## config.mk

```make
export PLATFORM = sky130hd
export DESIGN_NAME = scoreboarded_register_file
export DESIGN_NICKNAME = d
export VERILOG_FILES = /design/src/rtl/scoreboarded_register_file.sv
export SDC_FILE = /design/constraint.sdc
export NUM_CORES = 1
export LEC_CHECK = 0
export BUFFER_PORTS_ARGS = -buffer_cell sky130_fd_sc_hd__buf_2
export CORE_MARGIN = 2
export CORE_UTILIZATION = 61
export DETAILED_ROUTE_END_ITERATION = 7
export PLACE_DENSITY_LB_ADDON = 0.12
export SYNTH_ARGS = -nofsm -noshare
export SYNTH_HDL_FRONTEND = slang
export SYNTH_SLANG_ARGS = --single-unit
```

## constraint.sdc

```tcl
create_clock -name clock -period 5.5 [get_ports clock]
set_input_delay 1.65 -clock clock [delete_from_list [all_inputs] [get_ports clock]]
set_output_delay 1.65 -clock clock [all_outputs]
set_load 0.02 [all_outputs]
```

## src/rtl/scoreboarded_register_file.sv

```systemverilog
// -----------------------------------------------------------------------------
// scoreboarded_register_file
//
// Purpose:
//   Integer register file with READ_PORTS combinational read ports, one write
//   port and a per-register busy scoreboard. Decode reserves a destination
//   register, which sets its busy bit. Writeback writes the register and
//   releases the reservation. A hardware clear sequencer zeroes the array
//   after reset or on request. Register 0 always reads as zero and is never
//   busy.
//
// Optional feature (macro WRITE_BYPASS_EN):
//   When defined, a read port that addresses the register being written in
//   the same cycle returns writeData combinationally. Its busy flag then
//   reflects only a same-cycle reserve of that address.
//   When undefined, reads return the pre-edge array contents.
//
// Ports:
//   clock             in   rising-edge clock
//   reset             in   asynchronous, active-high reset
//   clearRequest      in   pulse: restart the clear sweep
//   ready             out  1 = array valid, accesses honoured
//   readAddress       in   READ_PORTS*AW, port p = [p*AW +: AW]
//   readData          out  READ_PORTS*XLEN, port p = [p*XLEN +: XLEN]
//   readBusy          out  READ_PORTS, 1 = addressed register has a pending write
//   reserveEnable     in   mark reserveAddress busy
//   reserveAddress    in   register to reserve
//   destinationEnable in   writeback write enable
//   writeAddress      in   write target
//   writeData         in   write value
// -----------------------------------------------------------------------------
module scoreboarded_register_file #(
  parameter int XLEN       = 32,
  parameter int NUM_REGS   = 32,
  parameter int READ_PORTS = 2,
  localparam int AW        = $clog2(NUM_REGS)
) (
  input  logic                         clock,
  input  logic                         reset,
  input  logic                         clearRequest,
  output logic                         ready,
  input  logic [READ_PORTS*AW-1:0]     readAddress,
  output logic [READ_PORTS*XLEN-1:0]   readData,
  output logic [READ_PORTS-1:0]        readBusy,
  input  logic                         reserveEnable,
  input  logic [AW-1:0]                reserveAddress,
  input  logic                         destinationEnable,
  input  logic [AW-1:0]                writeAddress,
  input  logic [XLEN-1:0]              writeData
);

  localparam logic STATE_CLEAR = 1'b0;
  localparam logic STATE_IDLE  = 1'b1;

  localparam logic [AW-1:0] FIRST_INDEX = AW'(1);
  localparam logic [AW-1:0] LAST_INDEX  = AW'(NUM_REGS - 1);

  logic                state_q, state_d;
  logic [AW-1:0]       clearIndex_q, clearIndex_d;
  logic [NUM_REGS-1:0] busy_q, busy_d;
  logic [XLEN-1:0]     regs_q [NUM_REGS];

  logic writeFire;
  logic reserveFire;

  // A clear request in the same cycle drops any write or reserve.
  assign writeFire   = (state_q == STATE_IDLE) && !clearRequest &&
                       destinationEnable && (writeAddress != '0);
  assign reserveFire = (state_q == STATE_IDLE) && !clearRequest &&
                       reserveEnable && (reserveAddress != '0);

  assign ready = (state_q == STATE_IDLE);

  // Next-state logic for the sequencer and the scoreboard.
  // The release is applied before the reserve, so a reserve to the same
  // address in the same cycle leaves the busy bit set.
  always_comb begin
    state_d      = state_q;
    clearIndex_d = clearIndex_q;
    busy_d       = busy_q;
    if (clearRequest) begin
      state_d      = STATE_CLEAR;
      clearIndex_d = FIRST_INDEX;
      busy_d       = '0;
    end else if (state_q == STATE_CLEAR) begin
      clearIndex_d = clearIndex_q + FIRST_INDEX;
      if (clearIndex_q == LAST_INDEX) begin
        state_d = STATE_IDLE;
      end
    end else begin
      if (writeFire) begin
        busy_d[writeAddress] = 1'b0;
      end
      if (reserveFire) begin
        busy_d[reserveAddress] = 1'b1;
      end
    end
  end

  // Control state.
  // Reset restarts the sweep from register 1 and drops every reservation.
  always_ff @(posedge clock or posedge reset) begin
    if (reset) begin
      state_q      <= STATE_CLEAR;
      clearIndex_q <= FIRST_INDEX;
      busy_q       <= '0;
    end else begin
      state_q      <= state_d;
      clearIndex_q <= clearIndex_d;
      busy_q       <= busy_d;
    end
  end

  // Storage array.
  // The array has no reset; the sweep zeroes it. Entry 0 is never written,
  // and the read path masks it.
  always_ff @(posedge clock) begin
    if (state_q == STATE_CLEAR) begin
      regs_q[clearIndex_q] <= '0;
    end else if (writeFire) begin
      regs_q[writeAddress] <= writeData;
    end
  end

  // Combinational read ports.
  // All ports read zero and not-busy while the sweep runs, and for address 0.
  always_comb begin
    readData = '0;
    readBusy = '0;
    if (state_q == STATE_IDLE) begin
      for (int p = 0; p < READ_PORTS; p++) begin
        if (readAddress[p*AW +: AW] != '0) begin
          readData[p*XLEN +: XLEN] = regs_q[readAddress[p*AW +: AW]];
          readBusy[p]              = busy_q[readAddress[p*AW +: AW]];
`ifdef WRITE_BYPASS_EN
          if (destinationEnable && (writeAddress == readAddress[p*AW +: AW])) begin
            readData[p*XLEN +: XLEN] = writeData;
            readBusy[p] = reserveEnable && (reserveAddress == readAddress[p*AW +: AW]);
          end
`endif
        end
      end
    end
  end

endmodule

```

==> results of run 1 <==
worst register-to-register path, stage by stage (launching register included):
cell and delay (ps):
dfrtp_1 600, buf_4 330, nand3b_1 280, nor2_1 250, a32oi_1 270, nor2_4 1130, buf_4 490
power groups by stage:
stage	clock network [mW]	registers [mW]	logic [mW]
finish	7.07	8.97	1.13
global placement	0	9.12	1.08
CTS	7.08	8.96	1.11
global route	7.41	8.97	1.16
detailed placement	0	9.13	1.10
floorplan	0	9.11	0.686
cell usage after synthesis, types with 18 or more instances:
library cell / number
clkbuf_1: 101
mux4_2: 292
edfxtp_1: 1024
buf_2: 86
mux2i_1: 402
nand2_1: 92
o21ai_0: 58
a2bb2oi_1: 32
a21oi_1: 99
dfrtp_1: 37
and3_1: 35
nor2b_1: 43
buf_4: 18
nand3_1: 105
nor2_1: 42
nand4_1: 67
a22oi_1: 263
mux2_2: 33
and2_1: 36
area by class of cell:
| class | instances | area share [%] |
|---|---|---|
| diodes | 1 | 0.00440 |
| clock buffers | 141 | 5.03 |
| clock inverters | 51 | 0.839 |
| inverters | 7 | 0.0462 |
| multi-input cells | 1678 | 30.3 |
| flip-flops and latches | 1062 | 55.8 |
| well taps | 1060 | 2.33 |
| repair buffers | 360 | 5.67 |
flip-flops by register name (all words and copies together), names as in the netlist:
name	flops
busy_q	32
clearIndex_q	5
ready	1
regs_q	1024
routing by layer:
| metal | wire, µm | vias to the layer above |
|---|---|---|
| li1 | - | 12900 |
| met1 | 55200 | 16600 |
| met5 | 0 | - |
| met2 | 74100 | 2707 |
| met4 | 8480 | 0 |
| met3 | 21200 | 585 |
worst paths after layout:
check | from | end | slack, ps | cells past startpoint
worst max-delay path | readAddress[0] | readData[28] | 60 | 8
worst min-delay path | busy_q[0] | busy_q[0] | 520 | 1
worst max register to register | ready | regs_q[30][12] | 1800 | 6
worst min register to register | busy_q[0] | busy_q[0] | 520 | 1
max in group asynchronous | reset | clearIndex_q[0] | 4040 | 3
min in group asynchronous | reset | busy_q[25] | 1090 | 3
cell families after synthesis:
group                    Yosys count  share of synthesized area [%]
flip-flops                      1062                           63.6
multiplexers                     732                           22.3
AO/OA/AOI/OAI                    475                           6.47
AND/OR/NAND/NOR                  467                           5.10
buffers and inverters            243                           2.49
XOR/XNOR                           2                         0.0351
adder cells (fa/ha/maj)            2                         0.0502
==> metrics list, run 1 <==
- Final estimated routing congestion in global placement: 0.872
* Chip Height: 290 µm
- Initial core utilization: 61.8%
- Number of synthesized flops with an enable pin: 1,024
* Antenna violations before repair: 2
- The routed design has 159,000 µm of wire.
- The floorplan has 104 rows.
- The pre-antenna-repair detailed-routing pass consisted of 6 iterations.
- After detailed routing, the number of remaining DRC violations is 0.
* Final critical-path required period: 5440 ps
* Async set-or-reset flop fraction in the synthesized netlist: 3.58%
- WL/cell: 36.5 µm
* Sequence of cells on the critical path: buf_8 -> buf_4 -> nor2b_4 -> buf_4 -> a22oi_1 -> a2bb2oi_1 -> nand4_1 -> buf_2
- Once layout is done, the placed cells without fillers occupy 0.0568 mm².
* Setup slack after placement: 136 ps
* Least-Margin Pin Slew: 1340 ps
- Leaving out fill and tap cells, the most frequent cells in the layout are edfxtp_1, mux2i_1, mux4_2, a22oi_1, buf_4.
* Total CTS buffers: 106
- The clock passes through at most 3 buffers.
- The clock drives 1,062 sinks.
* Utilization of the core after routing: 70.5%
* Outcome: finished clean
- Area inside the core boundary: 0.0807 mm²
- Sort of element at the end of the critical path: primary output
- Sequential cells were found to cover 63.6% of the synthesized design area.
- For the worst-skew pair, the clock arrives at the later sink with an insertion delay of 670 ps.
* Proportion of power drawn by the clock network: 41.2%
- Share of cells above drive strength 1: 26.7%
- The mapped netlist covers 0.0499 mm².
* Quantity of I/O buffers inserted on ports: 123
- Violation count after the first detailed-routing iteration: 5,529
- The worst setup path is launched from an input port.
* Cell chosen for the clock root: clkbuf_16
- Arrival @ worst endpoint: 3790 ps
- The number of buffers and inverters on the critical path is 4.
- The worst setup path is of the input port to primary output kind.
* CP top delay family: buffers and inverters
- Total routing usage reported by global routing: 37.7%
* Final standard cell count with taps included and fillers excluded: 4,360
- In this run, synthesis produced a sequential element count of 1,062.
* Share of total power consumed by net switching: 21.8%
- For the worst setup path, the data required time is 3850 ps.
- The first global-routing pass estimated 226,000 µm of wire.
* Boundary Pins: 124
- Area taken by flip-flops and latches: 0.0317 mm²
* Vias in the first global route: 32.7k
- Worst Slack Setup Final: 64.9 ps
- In the final design database the tool counted 3,274 nets.
* Hold Vio Cnt, Final: 0
* Met2 layer usage reported by global route: 59.0%
- Met3 usage in global routing: 9.60%
* Maximum number of pins on one net before global-route repair: 46
- For this design the ratio of total power to cell area is 302 mW/mm².
- Fin crit share: 98.8%
- For met1 alone, demand over resource in global routing was 50.2%.
- Maximum achievable frequency: 184 MHz
* Combinational Power Share: 6.6%
- The average instance in the mapped netlist occupies 16.7 µm².
* Filler instances: 5,067
* Resize count post-CTS: 0
- Detailed-route via count: 32.8k
* Ranking of synthesized cells by area: edfxtp_1, mux4_2, mux2i_1
* Routing layer with the top usage in global route: met2
* RSZ-0062 raised after global routing: no
* Unique masters post-synth: 56
- Cell count after synthesis: 2,983
- Leading area contributor after synthesis: edfxtp_1
* Antenna-violating nets left: 0
- Full die area: 0.0840 mm²
- Among all flip-flop cells after synthesis, the most frequent one is edfxtp_1.
- Among the stages of the critical path, the cell type that occurs most often is buf_4.
- Of all nets on the critical path, the largest fanout is 45.
- The largest single stage delay on the critical path is 530 ps.
* Total negative slack for setup checks: 0 ps
- The analysis attributes to net switching a power of 3.75 mW.
- Hold timing on the final database bottoms out at a slack of 520 ps.
- Global-route congestion overflow total: 0
* TritonCTS clock tree: yes
- Dividing the detail-routed via count by the number of cells gives 7.51.
* Int Pwr: 13.4 mW
- Detailed placement ended at an HPWL of 89,800 µm.
- Hold Path Class: register to register
- Flop pwr share: 52.3%
- PnR Total Power: 17.2 mW
* Leakage power summed over all cells: 18.3 nW
* Setup violations, final: 0
- Buffers inserted to repair hold after CTS numbered 0.
- The number of placed instances, taps included, is 4,167.
- Net count after synthesis: 3,042
- Most frequent standard cell in the layout excluding fill and tap cells: edfxtp_1
- On the final layout, the worst clock skew is 20.9 ps.
- The slowest stage of the critical path belongs to the cell nor2b_4.
- The area growth from synthesis to layout is 14.0%.
- Setup repair bufs after CTS: 0
* Total cell area at the placement stage: 0.0535 mm²
- Clock-pin slew was measured on the worst setup and hold paths at 60 ps.
- In this run the horizontal extent of the chip is 290 µm.
* Final count of pins violating max slew: 0
- Max_slew headroom: 11.0%
* Area occupied by multi-input gates: 0.0172 mm²
- The H-tree was split into 3 levels.
* Synthesis warning total: 0
* Count of max-cap constraint violations: 0
- After synthesis, the largest area contributor takes up 61.7% of total cell area.
- Across the VDD grid, the largest voltage drop is 0.266 mV.
(Power assumes the default switching activity.)
==> run 2, diff against run 1 <==
--- a/config.mk
+++ b/config.mk
@@ -6,8 +6,10 @@
 export NUM_CORES = 1
 export LEC_CHECK = 0
 export BUFFER_PORTS_ARGS = -buffer_cell sky130_fd_sc_hd__buf_2
+export CELL_PAD_IN_SITES_DETAIL_PLACEMENT = 1
+export CELL_PAD_IN_SITES_GLOBAL_PLACEMENT = 2
 export CORE_MARGIN = 2
-export CORE_UTILIZATION = 61
+export CORE_UTILIZATION = 48
 export DETAILED_ROUTE_END_ITERATION = 7
 export PLACE_DENSITY_LB_ADDON = 0.12
 export SYNTH_ARGS = -nofsm -noshare
==> run 2 against run 1 <==
Net effect:
- worst hold slack improved by 13 ps
- non-clock buffer count fell by 22
- power rose by 3.7%
- sequential power barely moved
- sequential cell count did not move
- wire length rose by 7.5%
- worst setup slack improved by 120 ps
- clock skew rose by 6.6 ps
- sequential share of layout area fell by 0.62 points
- clock-buffer cell count fell by 10
- critical path depth fell by 1
- die area rose by 27%
- highest routed layer is now met5
==> metrics list, run 2 (synthesized netlist as in run 1, its figures left out) <==
- Outcome: finished clean
- Share of total power consumed by net switching: 23.1% (+1.2 points)
- The length of the first detailed-routing pass in iterations came to 6 (unchanged).
- The count of hold buffers inserted by post-cts repair came to 0 (unchanged).
- The number of buffers added on ports came to 123 (unchanged).
* Maximum clock path buffer count: 3 (unchanged)
- Total CTS buffers: 114 (+7.5%)
- The met3 routed wirelength is 14,000 µm (-34%).
- Power density of the placed cells: 310 mW/mm² (+2.5%)
- STA classifies the critical path startpoint as an input port.
- The CTS H-tree depth was 3 (unchanged).
- Count of max-cap constraint violations: 0 (unchanged)
- Setup violations, final: 0 (unchanged)
- The number of remaining DRC errors came to 0 (unchanged).
- Area inside the core boundary: 0.103 mm² (+28%)
* Maximum achievable frequency: 188 MHz (+2.3%)
- Worst R2R Setup Slack: 1730 ps (-70 ps)
- The all-layer global routing usage was 32.0% (-5.7 points).
- Total negative slack for setup checks: 0 ps (unchanged)
- The routed wire length is 171,000 µm (+7.5%).
* Maximum number of pins on one net before global-route repair: 49 (+6.5%)
- Reg-to-reg critical path endpoint: regs_q[26][6]
- TritonCTS built the clock tree.
* Worst path bufs/invs: 4 (unchanged)
- The number of flip-flops in the largest register was 1,024 (unchanged).
- DR vias/cell: 6.88 (-8.4%)
- WL/cell: 36.5 µm (about the same)
* Critical path's most frequent cell: buf_12
- The number of antenna violations at the first check in global routing was 4 (+2).
- Among all stages on the critical path, the largest delay is contributed by mux4_2.
- Detailed-route via count: 32.2k (-1.6%)
* Origin of the worst setup path: readAddress[0]
- Top register by number of flip-flops: regs_q
* Least-Margin Pin Slew: 1130 ps (-202 ps)
- The critical path in this run is classified as input port to primary output.
* Detailed route wirelength on metal2: 81,500 µm (+9.9%)
- Proportion of power drawn by the clock network: 43.2% (+2.0 points)
- The sum of net half-perimeters after detailed placement is 100,000 µm (+12%).
- The number of top-level pins came to 124 (unchanged).
- Endpoint of the most critical setup path: readData[7]
- Full die area: 0.106 mm² (+27%)
- The iteration-0 DRC count of the detailed router is 4,036 (-27%).
- The critical path arrival was 3660 ps (-130 ps).
* Filler instances: 9,336 (+84%)
- The area growth from synthesis to layout is 15.3%.
- The total number of clock tree sinks was 1,062 (unchanged).
- The wire length on met1 came to 70,000 µm (+27%).
- Chip Height: 326 µm (+13%)
* RSZ-0062 raised after global routing: no
- The delay contributed by the slowest stage of the critical path is 520 ps (about the same).
* Cell chosen for the clock root: clkbuf_16
- Origin of the critical flop-to-flop path: ready
- The number of gates resized after CTS came to 0 (unchanged).
- The residual overflow from global routing is 0 (unchanged).
- The insertion delay to the later sink of the worst-skew pair came to 740 ps (+70 ps).
- The critical path depth in cells is 7 (-1).
* Leakage power summed over all cells: 18.4 nW (+0.48%)
- The final antenna-violating net count came to 0 (unchanged).
* Highest Signal Layer: met5
- In the final layout, the registers with the most flip-flops are regs_q x1024, busy_q x32, clearIndex_q x5.
- The internal power contribution is 13.7 mW (+2.1%).
* Final count of pins violating max slew: 0 (unchanged)
* Maximum ir drop on the vdd rail: 0.250 mV (-6.1%)
- Hold Vio Cnt, Final: 0 (unchanged)
* Initial core utilization: 48.3% (-13 points)
- Net count reported at finish: 3,260 (-0.43%)
- Required time of the critical path: 3850 ps (about the same)
- Switching power: 4.10 mW (+9.5%)
- The die extent in x is 326 µm (+13%).
- Final estimated routing congestion in global placement: 0.830 (-4.9%)
- The clock tree skew after final layout is 27.6 ps (+6.64 ps).
* Sequence of cells on the critical path: buf_8 -> buf_12 -> buf_12 -> mux4_2 -> a22oi_1 -> nand4_1 -> buf_2
- The path class of the tightest hold or removal check is register to register.
- STA classifies the critical path endpoint as a primary output.
- Global-route wire length before repair: 244,000 µm (+8.0%)
* Flop pwr share: 50.4% (-1.9 points)
- The number of cell instances on the worst register-to-register path was 6 (unchanged).
- The placed cell count was 4,465 (+7.2%).
- Vias in the first global route: 33.7k (+2.9%)
- Final standard cell count with taps included and fillers excluded: 4,685 (+7.5%)
* Leading cell types in the layout, fill and taps excluded: edfxtp_1, mux2i_1, mux4_2, a22oi_1, buf_4
* Final critical-path required period: 5310 ps (-123 ps)
- Clock transition at path regs: 60 ps (about the same)
- The library cell used most frequently in the layout, excluding fill and tap cells, is edfxtp_1.
- The number of post-CTS setup repair buffers was 0 (unchanged).
* Share of cells above drive strength 1: 26.8% (+0.11 points)
* Combinational Power Share: 6.4% (-0.2 points)
* Fin crit share: 96.6% (-2.2 points)
- The row count came to 118 (+13%).
- Maximum fanout along the worst path: 21 (-53%)
- Max_slew headroom: 24.4% (+13 points)
* CP top delay family: buffers and inverters
==> run 2: cell type report <==
class	count	area (µm²)	area share [%]
Antenna cell	5	12.5	0.0218
Clock buffer	131	2920	5.07
Clock inverter	84	764	1.33
Inverter	7	26.3	0.0457
Multi-Input combinational cell	1678	17200	30.0
Sequential cell	1062	31700	55.1
Tap cell	1380	1730	3.00
Timing Repair Buffer	338	3110	5.41
==> run 2: through the flow <==
step / hold slack, ps / setup WS [ps] / util, % / total power [mW] / area [µm²]
after floorplan: 460 / 137 / - / 9.80 / 49900
after global placement: 487 / 255 / 52.1 / 10.2 / 53800
after detailed placement: 515 / 226 / 52.1 / 10.3 / 53800
after CTS: 540 / 183 / 55.7 / 17.9 / 57500
after global routing: 559 / 119 / 55.7 / 18.2 / 57500
final: 533 / 188 / 55.7 / 17.8 / 57500
==> run 2: worst min-delay path by stage <==
stage	startpoint	to	slack [ps]	depth (start not counted)
after detailed placement	busy_q[0]	busy_q[0]	510	1
after CTS	busy_q[0]	busy_q[0]	540	1
after global routing	busy_q[0]	busy_q[0]	560	1
after floorplan	busy_q[0]	busy_q[0]	460	1
after global placement	busy_q[0]	busy_q[0]	490	1
final	busy_q[0]	busy_q[0]	530	1
==> run 2: worst register-to-register path: cells and delay by family, from the launching register on <==
family,cells,cell delay [ps]
AND/OR/NAND/NOR,3,1390
buffers and inverters,2,960
flip-flops,1,730
AO/OA/AOI/OAI,1,310
==> run 2: layer usage <==
layer / vias up / track usage [%]
met3: 316 / 4.75
met5: - / 0
met4: 2 / 10.9
met2: 1704 / 51.0
met1: 17400 / 45.4
li1: 12900 / -
==> run 2: power by group through the flow <==
stage	combinational (mW)	clock, mW	sequential [mW]
global route	1.19	8.05	8.98
detailed placement	1.13	0	9.14
finish	1.15	7.68	8.97
CTS	1.14	7.76	8.97
global placement	1.11	0	9.12
floorplan	0.686	0	9.11
